--- src/rtl/regfile_pkg.sv ---
// Shared constants for the register-file sequencer.
// Macro command codes, micro-op encodings, FSM states and lengths.
package regfile_pkg;

    localparam logic [2:0] MC_NOP   = 3'd0;
    localparam logic [2:0] MC_LDA   = 3'd1;
    localparam logic [2:0] MC_LDB   = 3'd2;
    localparam logic [2:0] MC_LDOP  = 3'd3;
    localparam logic [2:0] MC_MOVAB = 3'd4;
    localparam logic [2:0] MC_SWAP  = 3'd5;
    localparam logic [2:0] MC_CLR   = 3'd6;
    localparam logic [2:0] MC_LDAB  = 3'd7;

    localparam logic [3:0] UOP_NOP     = 4'h0;
    localparam logic [3:0] UOP_WA_IMM  = 4'h1;
    localparam logic [3:0] UOP_WB_IMM  = 4'h2;
    localparam logic [3:0] UOP_WOP_IMM = 4'h3;
    localparam logic [3:0] UOP_A2B     = 4'h4;
    localparam logic [3:0] UOP_B2A     = 4'h5;
    localparam logic [3:0] UOP_A2OP    = 4'h6;
    localparam logic [3:0] UOP_OP2A    = 4'h7;
    localparam logic [3:0] UOP_B2OP    = 4'h8;
    localparam logic [3:0] UOP_OP2B    = 4'h9;
    localparam logic [3:0] UOP_LRST    = 4'hF;

    localparam logic [1:0] LEN_ONE  = 2'd1;
    localparam logic [1:0] LEN_LDAB = 2'd2;
    localparam logic [1:0] LEN_SWAP = 2'd3;

    typedef enum logic [1:0] {
        S_IDLE  = 2'd0,
        S_EXEC  = 2'd1,
        S_ABORT = 2'd2
    } state_e;

    function automatic logic [1:0] cmd_len(input logic [2:0] c);
        if (c == MC_SWAP)
            return LEN_SWAP;
        else if (c == MC_LDAB)
            return LEN_LDAB;
        else
            return LEN_ONE;
    endfunction

endpackage

--- src/rtl/regfile_uop_rom.sv ---
// Combinational micro-op table: (command, step) -> micro-op.
// Also flags whether the step is the command's final one.
module regfile_uop_rom
    import regfile_pkg::*;
(
    input  logic [2:0] cmd,
    input  logic [1:0] step,
    output logic [3:0] uop,
    output logic       last
);

    // table lookup; out-of-range steps read as NOP
    always_comb begin
        uop  = UOP_NOP;
        last = (step == (cmd_len(cmd) - 2'd1));
        unique case (cmd)
            MC_LDA:   if (step == 2'd0) uop = UOP_WA_IMM;
            MC_LDB:   if (step == 2'd0) uop = UOP_WB_IMM;
            MC_LDOP:  if (step == 2'd0) uop = UOP_WOP_IMM;
            MC_MOVAB: if (step == 2'd0) uop = UOP_A2B;
            MC_CLR:   if (step == 2'd0) uop = UOP_LRST;
            MC_SWAP: begin
                unique case (step)
                    2'd0:    uop = UOP_A2OP;
                    2'd1:    uop = UOP_B2A;
                    2'd2:    uop = UOP_OP2B;
                    default: uop = UOP_NOP;
                endcase
            end
            MC_LDAB: begin
                unique case (step)
                    2'd0:    uop = UOP_WA_IMM;
                    2'd1:    uop = UOP_WB_IMM;
                    default: uop = UOP_NOP;
                endcase
            end
            default: uop = UOP_NOP;
        endcase
    end

endmodule

--- src/rtl/regfile_sequencer.sv ---
// Expands macro commands into register-file micro-ops, one per cycle.
// step holds the index of the micro-op most recently issued.
module regfile_sequencer
    import regfile_pkg::*;
#(
    parameter int IMM_W   = 4,
    parameter int INSTR_W = 4
) (
    input  logic               clk,
    input  logic               grst,
    input  logic [2:0]         cmd,
    input  logic [IMM_W-1:0]   cmd_imm,
    input  logic               cmd_valid,
    output logic               cmd_ready,
    input  logic               stall,
    input  logic               abort,
    output logic [INSTR_W-1:0] instr,
    output logic [IMM_W-1:0]   imm,
    output logic               busy,
    output logic               done
);

    state_e             state_q, state_n;
    logic [1:0]         step_q, step_n;
    logic [2:0]         cmd_q, cmd_n;
    logic [INSTR_W-1:0] instr_n;
    logic [IMM_W-1:0]   imm_n;
    logic               busy_n, done_n;
    logic               accept;
    logic [2:0]         rom_cmd;
    logic [1:0]         rom_step;
    logic [3:0]         rom_uop;
    logic               rom_last;

    assign cmd_ready = (state_q == S_IDLE) && !stall;
    assign accept    = cmd_valid && cmd_ready;
    assign rom_cmd   = (state_q == S_IDLE) ? cmd : cmd_q;
    assign rom_step  = (state_q == S_IDLE) ? 2'd0 : step_q + 2'd1;

    regfile_uop_rom u_rom (
        .cmd  (rom_cmd),
        .step (rom_step),
        .uop  (rom_uop),
        .last (rom_last)
    );

    // next state and next registered outputs
    always_comb begin
        state_n = state_q;
        step_n  = step_q;
        cmd_n   = cmd_q;
        imm_n   = imm;
        instr_n = INSTR_W'(UOP_NOP);
        busy_n  = 1'b0;
        done_n  = 1'b0;
        unique case (state_q)
            S_IDLE: begin
                imm_n = '0;
                if (accept) begin
                    state_n = S_EXEC;
                    step_n  = 2'd0;
                    cmd_n   = cmd;
                    imm_n   = cmd_imm;
                    instr_n = INSTR_W'(rom_uop);
                    busy_n  = 1'b1;
                    done_n  = rom_last;
                end
            end
            S_EXEC: begin
                if (done) begin
                    state_n = S_IDLE;
                    imm_n   = '0;
                end else if (abort) begin
                    state_n = S_ABORT;
                    instr_n = INSTR_W'(UOP_LRST);
                    busy_n  = 1'b1;
                end else if (stall) begin
                    busy_n  = 1'b1;
                end else begin
                    step_n  = rom_step;
                    instr_n = INSTR_W'(rom_uop);
                    busy_n  = 1'b1;
                    done_n  = rom_last;
                end
            end
            S_ABORT: begin
                state_n = S_IDLE;
                imm_n   = '0;
            end
            default: begin
                state_n = S_IDLE;
                imm_n   = '0;
            end
        endcase
    end

    // state and output registers
    always_ff @(posedge clk or negedge grst) begin
        if (!grst) begin
            state_q <= S_IDLE;
            step_q  <= 2'd0;
            cmd_q   <= 3'd0;
            instr   <= '0;
            imm     <= '0;
            busy    <= 1'b0;
            done    <= 1'b0;
        end else begin
            state_q <= state_n;
            step_q  <= step_n;
            cmd_q   <= cmd_n;
            instr   <= instr_n;
            imm     <= imm_n;
            busy    <= busy_n;
            done    <= done_n;
        end
    end

endmodule

--- config.mk ---
export PLATFORM = sky130hd
export DESIGN_NAME = regfile_sequencer
export DESIGN_NICKNAME = d
export VERILOG_FILES = /design/src/rtl/regfile_pkg.sv /design/src/rtl/regfile_uop_rom.sv /design/src/rtl/regfile_sequencer.sv
export SDC_FILE = /design/constraint.sdc
export NUM_CORES = 1
export LEC_CHECK = 0
export ABC_AREA = 1
export CAP_MARGIN = 20
export CORE_ASPECT_RATIO = 0.7
export CORE_MARGIN = 8
export CORE_UTILIZATION = 45
export CTS_CLUSTER_DIAMETER = 80
export DETAILED_ROUTE_END_ITERATION = 6
export GPL_ROUTABILITY_DRIVEN = 0
export PLACE_DENSITY = 0.71
export REMOVE_ABC_BUFFERS = 1
export SYNTH_ARGS = -nofsm -noshare
export SYNTH_HDL_FRONTEND = slang
export SYNTH_SLANG_ARGS = --single-unit
--- constraint.sdc ---
create_clock -name clk -period 2.75 [get_ports clk]
set_clock_uncertainty 0.2 [all_clocks]
set_input_delay 0.4125 -clock clk [delete_from_list [all_inputs] [get_ports clk]]
set_output_delay 0.4125 -clock clk [all_outputs]
set_load 0.005 [all_outputs]
==> flow_summary.rst <==
.. list-table::
   :header-rows: 1

   * - Metric
     - Value
   * - Setup repair after global routing missed its margin
     - no
   * - Data required, critical path
     - 2140 ps
   * - Netlist Area Pre-Place
     - about 960 sq um
   * - Pin slew with the least headroom to its limit
     - 728 ps
   * - Maximum clock frequency
     - around 440 MHz
   * - Share of the cycle needed by the critical path after routing
     - around 83%
   * - Share of cells above drive strength 1
     - 18.7%
   * - Number of unique standard cell types used by synthesis
     - 20
   * - Worst hold-check path type
     - reg -> reg
   * - Post-CTS setup repair buffer count
     - 0
   * - Antenna viol nets, final
     - 0
   * - Root Buffer Master
     - sky130_fd_sc_hd__clkbuf_4
   * - Proportion of synthesized chip area in sequential cells
     - about 44%
   * - Max Cap Violations
     - 0
   * - Count of cells resized by post-cts repair
     - 0
   * - Crit path kind
     - reg -> out
   * - Layout-stage area growth over the synthesis result
     - 27.8%
   * - Vertical extent of the die
     - 54.6 microns
   * - Antenna violations before repair
     - 0
   * - Clk pin slew, worst setup/hold paths
     - about 100 ps
   * - Overflow after GRT
     - 0
   * - Overall via count from detail_route
     - ~800
   * - Total iterations of the first detailed-routing run
     - 4
   * - Crit path DAT
     - approximately 1700 ps
   * - Startpoint kind of the worst setup timing path
     - register
   * - Final setup vio count
     - 0
   * - Final instance area
     - between 1000 and 1500 sq um
   * - Post-DP Area
     - around 1200 sq um
   * - Ports
     - 23
   * - Number of sinks handled by clock tree synthesis
     - 17
   * - Via density per instance
     - ~5
   * - Syn_area_per_cell
     - approximately 8.8 sq um
   * - Antenna cell count
     - 0
   * - Type of element capturing the critical path
     - primary output
   * - DRC violations left
     - 0
   * - Final net count
     - 151
   * - Count of state elements after synthesis
     - 17
   * - Worst VDD drop
     - about 400 uV
   * - Largest net degree at the start of global routing
     - 18
   * - Std cell rows
     - 14
   * - Fin Setup TNS
     - 0 ps
   * - Die area
     - between 3000 and 4000 sq um
   * - Max-slew violation total from the final report
     - 0
   * - CTS Buf Count
     - 3
   * - Global-route wire length before repair
     - ~3.5 mm
   * - CTS tree
     - yes
   * - Initial cell density of the core
     - a little under half
   * - Leakage power
     - between 0.6 and 0.7 nW
   * - Leading cell types in the layout, fill and taps excluded
     - sky130_fd_sc_hd__nand2_1 (23), sky130_fd_sc_hd__clkdlybuf4s50_1 (22), sky130_fd_sc_hd__nand3_1 (17), sky130_fd_sc_hd__dfrtp_1 (17), sky130_fd_sc_hd__nor2_1 (9)
   * - Iteration-0 DRC count of the detailed router
     - 38
   * - Number of warning messages in the yosys log
     - 0
   * - Max transition margin
     - approximately half
   * - Max H-tree Level
     - 1
   * - Commonest non-fill, non-tap cell in the layout
     - sky130_fd_sc_hd__nand2_1
   * - Outcome
     - complete, no violations
   * - Synthesized instance count
     - between 100 and 150
   * - Clock buffer depth
     - 2
   * - Post-detailed-route wirelength per cell
     - between 10 and 15 microns
   * - Total Routed Length
     - between 2 and 2.5 mm
   * - Port Buffer Count
     - 22
   * - Number of hold violations in the final report
     - 0
   * - Vias in the first global route
     - 742
   * - Power density over cell area
     - about 720 nW/um^2
   * - Clock latency of the later-clocked register in the worst-skew pair
     - just under 300 ps
   * - Estimated wirelength of the detail-placed design
     - 1.69 mm
   * - Shortest period the worst path allows
     - around 2300 ps
   * - Maximum net fanout on the critical path
     - 8
   * - Aggregate global-route resource usage
     - between 10% and 20%
   * - Horiz. Die Dim
     - slightly above 70 microns
   * - Post-CTS Hold Fix Bufs
     - 0
   * - Core Box Area
     - 2080 sq um
[final timing paths]
kind,cells after the start,slack [ps],end,from
min in group asynchronous,1,350,cmd_q[2]$_DFFE_PN0P_,grst
worst max register to register,10,760,instr[0]$_DFF_PN0_,state_q[0]$_DFFE_PN0P_
max in group asynchronous,1,1540,done$_DFF_PN0_,grst
worst max-delay path,4,470,cmd_ready,state_q[0]$_DFFE_PN0P_
worst min-delay path,1,320,step_q[0]$_DFFE_PN0P_,step_q[0]$_DFFE_PN0P_
worst min register to register,1,320,step_q[0]$_DFFE_PN0P_,step_q[0]$_DFFE_PN0P_
[area by class of cell]
cell class | instances | area, sq um
Tap cell | 24 | 30.0
Fill cell | 176 | 858
Sequential cell | 17 | 425
Clock inverter | 1 | 5.00
Inverter | 10 | 37.5
Timing Repair Buffer | 22 | 220
Multi-Input combinational cell | 81 | 485
Clock buffer | 3 | 22.5
[routing by layer]
metal	vias to the layer above	global-route usage, %	wire length, microns
met4	0	2.05	11
met1	367	14.3	1030
met5	-	0	0
met2	23	19.4	926
li1	409	-	-
met3	2	4.75	111
[cells by family (layout without fill, tap and decap cells)]
| group | after synthesis | after routing | synth area share [%] |
|---|---|---|---|
| simple gates | 65 | 65 | 35.9 |
| xor+xnor | 2 | 2 | 1.83 |
| mux | 4 | 4 | 4.56 |
| compound gates | 6 | 6 | 3.13 |
| flops | 17 | 17 | 44.3 |
| fa+ha+maj | 4 | 4 | 5.22 |
| buf+inv | 11 | 36 | 5.08 |
[synth_stat cells, drive strengths merged]
cell | instances | area [sq um]
o21ai | 5 | 25.0
nand4 | 2 | 12.5
ha | 4 | 50.1
xor2 | 2 | 17.5
nand3 | 18 | 95.1
a21oi | 1 | 5.00
dfrtp | 17 | 425
mux2 | 3 | 33.8
mux2i | 1 | 10.0
buf | 1 | 11.3
nor2 | 13 | 73.8
nand2 | 32 | 163
inv | 10 | 37.5
[flip-flops by register name, indices dropped and copies added (netlist names)]
name and cells:
step_q 2, imm 4, cmd_q 3, state_q 2, done 1, busy 1, instr 4
[critical path: stages (launching register included)]
cell and delay [ps]:
sky130_fd_sc_hd__dfrtp_1 510, sky130_fd_sc_hd__inv_2 110, sky130_fd_sc_hd__nand2_4 80, sky130_fd_sc_hd__nor2_4 140
sky130_fd_sc_hd__clkdlybuf4s50_1 530
[metrics by stage]
step / power [W] / utilization [%] / instances / setup slack [ps] / hold slack, ps
4_1_cts: 0.000894 / 58.8 / 158 / 467 / 321
2_1_floorplan: 0.000614 / - / 108 / 1010 / -83.1
6_report: 0.000885 / 58.8 / 158 / 474 / 319
3_5_place_dp: 0.000761 / 57.5 / 154 / 553 / 298
5_1_grt: 0.000964 / 58.8 / 158 / 370 / 338
3_3_place_gp: 0.000749 / 57.5 / 154 / 563 / 284
[report_power, final]
part | leakage (nW) | total [W] | switching (W) | internal, W
sequential | 0.222 | 0.000343 | 0.0000386 | 0.000305
clock | 0.0177 | 0.000131 | 0.0000767 | 0.0000540
combinational | 0.365 | 0.000412 | 0.000230 | 0.000181
Note: power is estimated with default switching activity, not from simulation.
